[src/rtl/branch_addr_bank_ctrl.sv]
// branch_addr_bank_ctrl
// Round-robin controller sharing a bank of NrOfRegs branch-address registers
// between NrOfReq requesters. One operation at a time, advanced only on Tick
// (the ACK state always lasts a single clock).
// Optional bank flush/preset support is compiled in with the macro
// BRANCH_BANK_FLUSH_EN; without it flush is ignored and reg_pre stays 0.
module branch_addr_bank_ctrl #(
   parameter int NrOfBits = 32,
   parameter int NrOfReq  = 4,
   parameter int NrOfRegs = 4
) (
   input  logic                         Clock,
   input  logic                         Reset,
   input  logic                         Tick,
   input  logic [NrOfReq-1:0]           req,
   input  logic [NrOfReq-1:0]           req_we,
   input  logic [2*NrOfReq-1:0]         req_idx,
   input  logic [NrOfBits*NrOfReq-1:0]  req_data,
   output logic [NrOfReq-1:0]           gnt,
   output logic [NrOfBits-1:0]          rd_data,
   output logic                         busy,
   output logic [NrOfRegs-1:0]          reg_ce,
   output logic [NrOfBits-1:0]          reg_d,
   output logic [NrOfRegs-1:0]          reg_cs,
   input  logic [NrOfBits-1:0]          reg_q,
   output logic [NrOfRegs-1:0]          reg_pre,
   input  logic                         flush
);

   typedef enum logic [2:0] {
      IDLE  = 3'd0,
      WRITE = 3'd1,
      READ  = 3'd2,
      ACK   = 3'd3
`ifdef BRANCH_BANK_FLUSH_EN
      , PRESET = 3'd4
`endif
   } state_t;

   state_t              state;
   logic [1:0]          ptr;       // last granted requester
   logic [1:0]          win_id;    // requester currently being serviced
   logic [NrOfRegs-1:0] ce_hold;   // registered ClockEnable pattern
   logic [1:0]          pick;
   logic                pick_ok;
   logic [1:0]          cand;

   // The bank captures on ClockEnable&Tick at the next edge, so the enable is
   // also masked by Reset directly: a reset asserted during WRITE must keep the
   // target register from capturing on that same edge.
   assign reg_ce = ce_hold & {NrOfRegs{Reset}};

`ifdef BRANCH_BANK_FLUSH_EN
   logic [NrOfRegs-1:0] pre_hold;
   assign reg_pre = pre_hold;
`else
   // Flush support is compiled out: flush has no effect and reg_pre stays 0.
   assign reg_pre = {NrOfRegs{flush}} & {NrOfRegs{1'b0}};
`endif

   // Round-robin pick: first requesting bit scanning upward from ptr+1.
   always_comb begin
      pick    = ptr;
      pick_ok = 1'b0;
      cand    = 2'd0;
      for (int k = 1; k <= NrOfReq; k++) begin
         cand = 2'((int'(ptr) + k) % NrOfReq);
         if (!pick_ok && req[cand]) begin
            pick    = cand;
            pick_ok = 1'b1;
         end
      end
   end

   // Controller FSM; every output is registered on the state transition.
   always_ff @(posedge Clock) begin
      if (!Reset) begin
         state   <= IDLE;
         gnt     <= '0;
         busy    <= 1'b0;
         ce_hold <= '0;
         reg_d   <= '0;
         rd_data <= '0;
         reg_cs  <= '1;
         ptr     <= 2'(NrOfReq - 1);
         win_id  <= 2'd0;
`ifdef BRANCH_BANK_FLUSH_EN
         pre_hold <= '0;
`endif
      end else begin
         case (state)
            IDLE: begin
               if (Tick) begin
`ifdef BRANCH_BANK_FLUSH_EN
                  if (flush) begin
                     state    <= PRESET;
                     busy     <= 1'b1;
                     pre_hold <= '1;
                  end else
`endif
                  if (pick_ok) begin
                     win_id <= pick;
                     busy   <= 1'b1;
                     if (req_we[pick]) begin
                        state   <= WRITE;
                        ce_hold <= NrOfRegs'(1) << req_idx[2*int'(pick) +: 2];
                        reg_d   <= req_data[NrOfBits*int'(pick) +: NrOfBits];
                     end else begin
                        state  <= READ;
                        reg_cs <= ~(NrOfRegs'(1) << req_idx[2*int'(pick) +: 2]);
                     end
                  end
               end
            end
            WRITE: begin
               if (Tick) begin
                  state   <= ACK;
                  ce_hold <= '0;
                  reg_d   <= '0;
                  gnt     <= NrOfReq'(1) << win_id;
               end
            end
            READ: begin
               if (Tick) begin
                  state   <= ACK;
                  rd_data <= reg_q;
                  reg_cs  <= '1;
                  gnt     <= NrOfReq'(1) << win_id;
               end
            end
            ACK: begin
               state <= IDLE;
               gnt   <= '0;
               busy  <= 1'b0;
               ptr   <= win_id;
            end
`ifdef BRANCH_BANK_FLUSH_EN
            PRESET: begin
               state    <= IDLE;
               busy     <= 1'b0;
               pre_hold <= '0;
            end
`endif
            default: begin
               state   <= IDLE;
               gnt     <= '0;
               busy    <= 1'b0;
               ce_hold <= '0;
               reg_cs  <= '1;
            end
         endcase
      end
   end

endmodule
[config.mk]
export PLATFORM = sky130hd
export DESIGN_NAME = branch_addr_bank_ctrl
export DESIGN_NICKNAME = d
export VERILOG_FILES = /design/src/rtl/branch_addr_bank_ctrl.sv
export SDC_FILE = /design/constraint.sdc
export NUM_CORES = 1
export LEC_CHECK = 0
export BUFFER_PORTS_ARGS = -buffer_cell sky130_fd_sc_hd__buf_2
export CAP_MARGIN = 20
export CORE_UTILIZATION = 39
export DETAILED_ROUTE_END_ITERATION = 10
export GPL_TIMING_DRIVEN = 0
export PLACE_DENSITY = 0.76
export SLEW_MARGIN = 15
export SYNTH_ARGS = -nofsm -noshare
export SYNTH_HDL_FRONTEND = slang
export SYNTH_SLANG_ARGS = --single-unit
[constraint.sdc]
create_clock -name Clock -period 2.54 [get_ports Clock]
set_clock_uncertainty 0.1 [all_clocks]
set_input_delay 0.762 -clock Clock [delete_from_list [all_inputs] [get_ports Clock]]
set_output_delay 0.762 -clock Clock [all_outputs]
set_load 0.01 [all_outputs]
==> run metrics <==
Synth top area share=38.5%; reg2reg setup slack=120 ps; synthesized flop and latch total=83; antenna violations before repair=0; Post-synth ARST share=0%; DP Wirelength=11.1 mm; fin crit period=2480 ps; unrepaired setup endpoints after global routing=no; multi-input combinational cell area=2440 um^2; drt total wl=14.0 mm; clk sinks=83; status=finished, final reports clean; Startpoint Class=primary input; GRT Overall Usage=23.8%; Max IR drop VDD=347 uV; Layout area overhead=41.1%; Worst Setup Path Type=in -> reg; FP Rows=38; CP Capture Type=flip-flop; Post-synth EDFFs=0; post-layout util=56.4%; Post-Syn Area=4310 um^2; GRT busiest layer=met2; Starting Density=40.0%; met3 usage=6.57%; drt pass-1 iters=5; max incr delay on CP=410 ps; Iteration-0 DRC Markers=352; global-route wire length before repair=21.3 mm; Root Buffer=clkbuf_8; path depth of the worst reg2reg path=8; area leader, netlist=dfxtp_1; I/O pin count=261; fmax=403 MHz; commonest cells after routing, fill and taps aside=259 x buf_2, 137 x nand2_1, 82 x dfxtp_1; Post-DRT Antenna Nets=0; commonest non-fill, non-tap cell in the layout=buf_2; Hold Path Class=reg -> reg; GRT overflow=0; die area=11500 um^2; share of cells above drive strength 1=39.8%; hold_sp=rd_data[6]; Buffers on Ports=255; Via Count=4766; RR Endpoint=reg_d[14]; register area=1670 um^2; Clock Latency Late Sink=340 ps; largest cells by area after synthesis=dfxtp_1 39%, mux2i_1 16%, nand2_1 12%; max-slew violations=0; routed length per placed instance=15.4 um; sequential area share after synthesis=38.5%; Chip Width=107 um; Critical Path RT=2680 ps; CTS max path bufs=2; Avg Inst Size Synth=8.71 um^2; fin crit share=97.7%; Distinct cells, synth=48; hold depth=2; Final Hold Violating Endpoints=0; Fin Hold WS=353 ps; core region area=10800 um^2; r2r startpoint=ptr[1]; Static Leakage=3.06 nW; Crit Path Max Fanout=10; Syn Inst Count=495; prevailing post-synth register cell=dfxtp_1; CP max stage cell=o311a_4; drt drc=0; CTS Buf Count=9; FILL cells=1011; CTS tree=built; Max Cap Viol=0; met1 usage=25.2%; final setup vio count=0; placer congestion estimate=0.837; Arr. time, crit path=2620 ps; vias in the first global route=4620; Hold Path End=rd_data[6]; Via density=5.23; largest net degree at the start of global routing=14; Power Density=763 nW/um^2; # nets final=951; DIE HEIGHT=107 um; antenna diode count=0; Clk pin slew, worst setup/hold paths=80 ps; H-tree depth=3; Worst-Margin Slew=744 ps; Max transition margin=49.1%; YS warnings=0; worst-path cell chain=buf_2, nor2b_1, a221oi_2, buf_4, mux2_4, o311a_4, buf_6, a32o_1; met2 usage=43.2%
## metrics by stage
stage / setup slack, ps / area, um^2 / TNS [ps] / cells / total power [mW]
after global routing: 11.4 / 6080 / 0 / 912 / 4.93
after detailed placement: -404 / 5800 / -14070 / 893 / 3.55
final: 57.8 / 6080 / 0 / 912 / 4.64
after CTS: 5.06 / 6030 / 0 / 909 / 4.65
after floorplan: -13.3 / 4350 / -398 / 498 / 2.90
after global placement: -381 / 5800 / -13650 / 893 / 3.48
## what timing repair did
item / 4_1_cts / 5_1_grt
resized for setup: 1 / 6
gates cloned: 0 / 0
pin swaps: 1 / 2
buffers inserted: 0 / 4
endpoints found under the setup margin: 34 / 39
hold buffers: 0 / 0
## cell families after synthesis
logic type                 Yosys count  synth area share (%)
and+or+nand+nor                    171                  16.5
AOI/OAI and AO/OA                  114                  20.7
DFF                                 83                  38.5
muxes                               71                  16.7
buffers and inverters               51                  6.38
adders and majority gates            4                  1.16
other                                1                0.0869
## synth_stat cells (2+ instances only)
library cell  count
a2111oi_0         5
a211oi_1          3
a21o_1            2
a21oi_1          38
a32o_1           32
a32oi_1           3
a41oi_1           4
and2_1            6
buf_2             4
buf_4             9
buf_6             6
clkbuf_1         22
dfxtp_1          83
ha_1              4
inv_1             9
mux2_2            2
mux2i_1          68
nand2_1         137
nand3_1           2
nand4_1           2
nor2_1           11
nor2b_1           3
nor3_1            4
o211ai_1          6
o21a_1            2
o21ai_1           2
o2bb2ai_1         2
o41ai_1           4
## registers in the layout, indices dropped and copies added (netlist names)
register  cells
state         2
busy          1
reg_cs        4
win_id        2
ce_hold       4
gnt           4
ptr           2
rd_data      32
reg_d        32
## worst max-delay path by stage
stage	from	end	slack, ps	depth (start not counted)
after floorplan	req[2]	reg_d[10]	-10	7
after global placement	req[3]	reg_d[17]	-380	9
after detailed placement	req[3]	reg_d[9]	-400	9
after CTS	ptr[1]	reg_d[14]	5	8
after global routing	req[1]	reg_d[14]	10	8
final	req[1]	reg_d[14]	60	8
## where the power goes
group          switching [mW]  leakage (nW)  internal (mW)
sequential              0.128         0.674           1.52
clock                   0.481         0.113          0.607
combinational            1.11          2.27          0.801
## layout make-up
type                    count  area share, %
clock inverters             4           1.19
plain buffers              39           3.78
flip-flops and latches     83           27.4
well taps                 140           2.88
repair buffers            260           21.5
multi-input cells         364           40.1
inverters                  10          0.617
clock buffers              12           2.55
## routing by layer
layer / vias up / routed length (um)
met3: 28 / 1230
met2: 226 / 7190
met4: 0 / 388
met5: - / 0
met1: 2203 / 5220
li1: 2309 / -
## worst max-delay path: cells and delay by family
family,cells,cell delay [ps]
simple gates,1,160
mux,1,350
compound gates,3,840
buf+inv,3,510
Power figures use the tool's default switching activity.
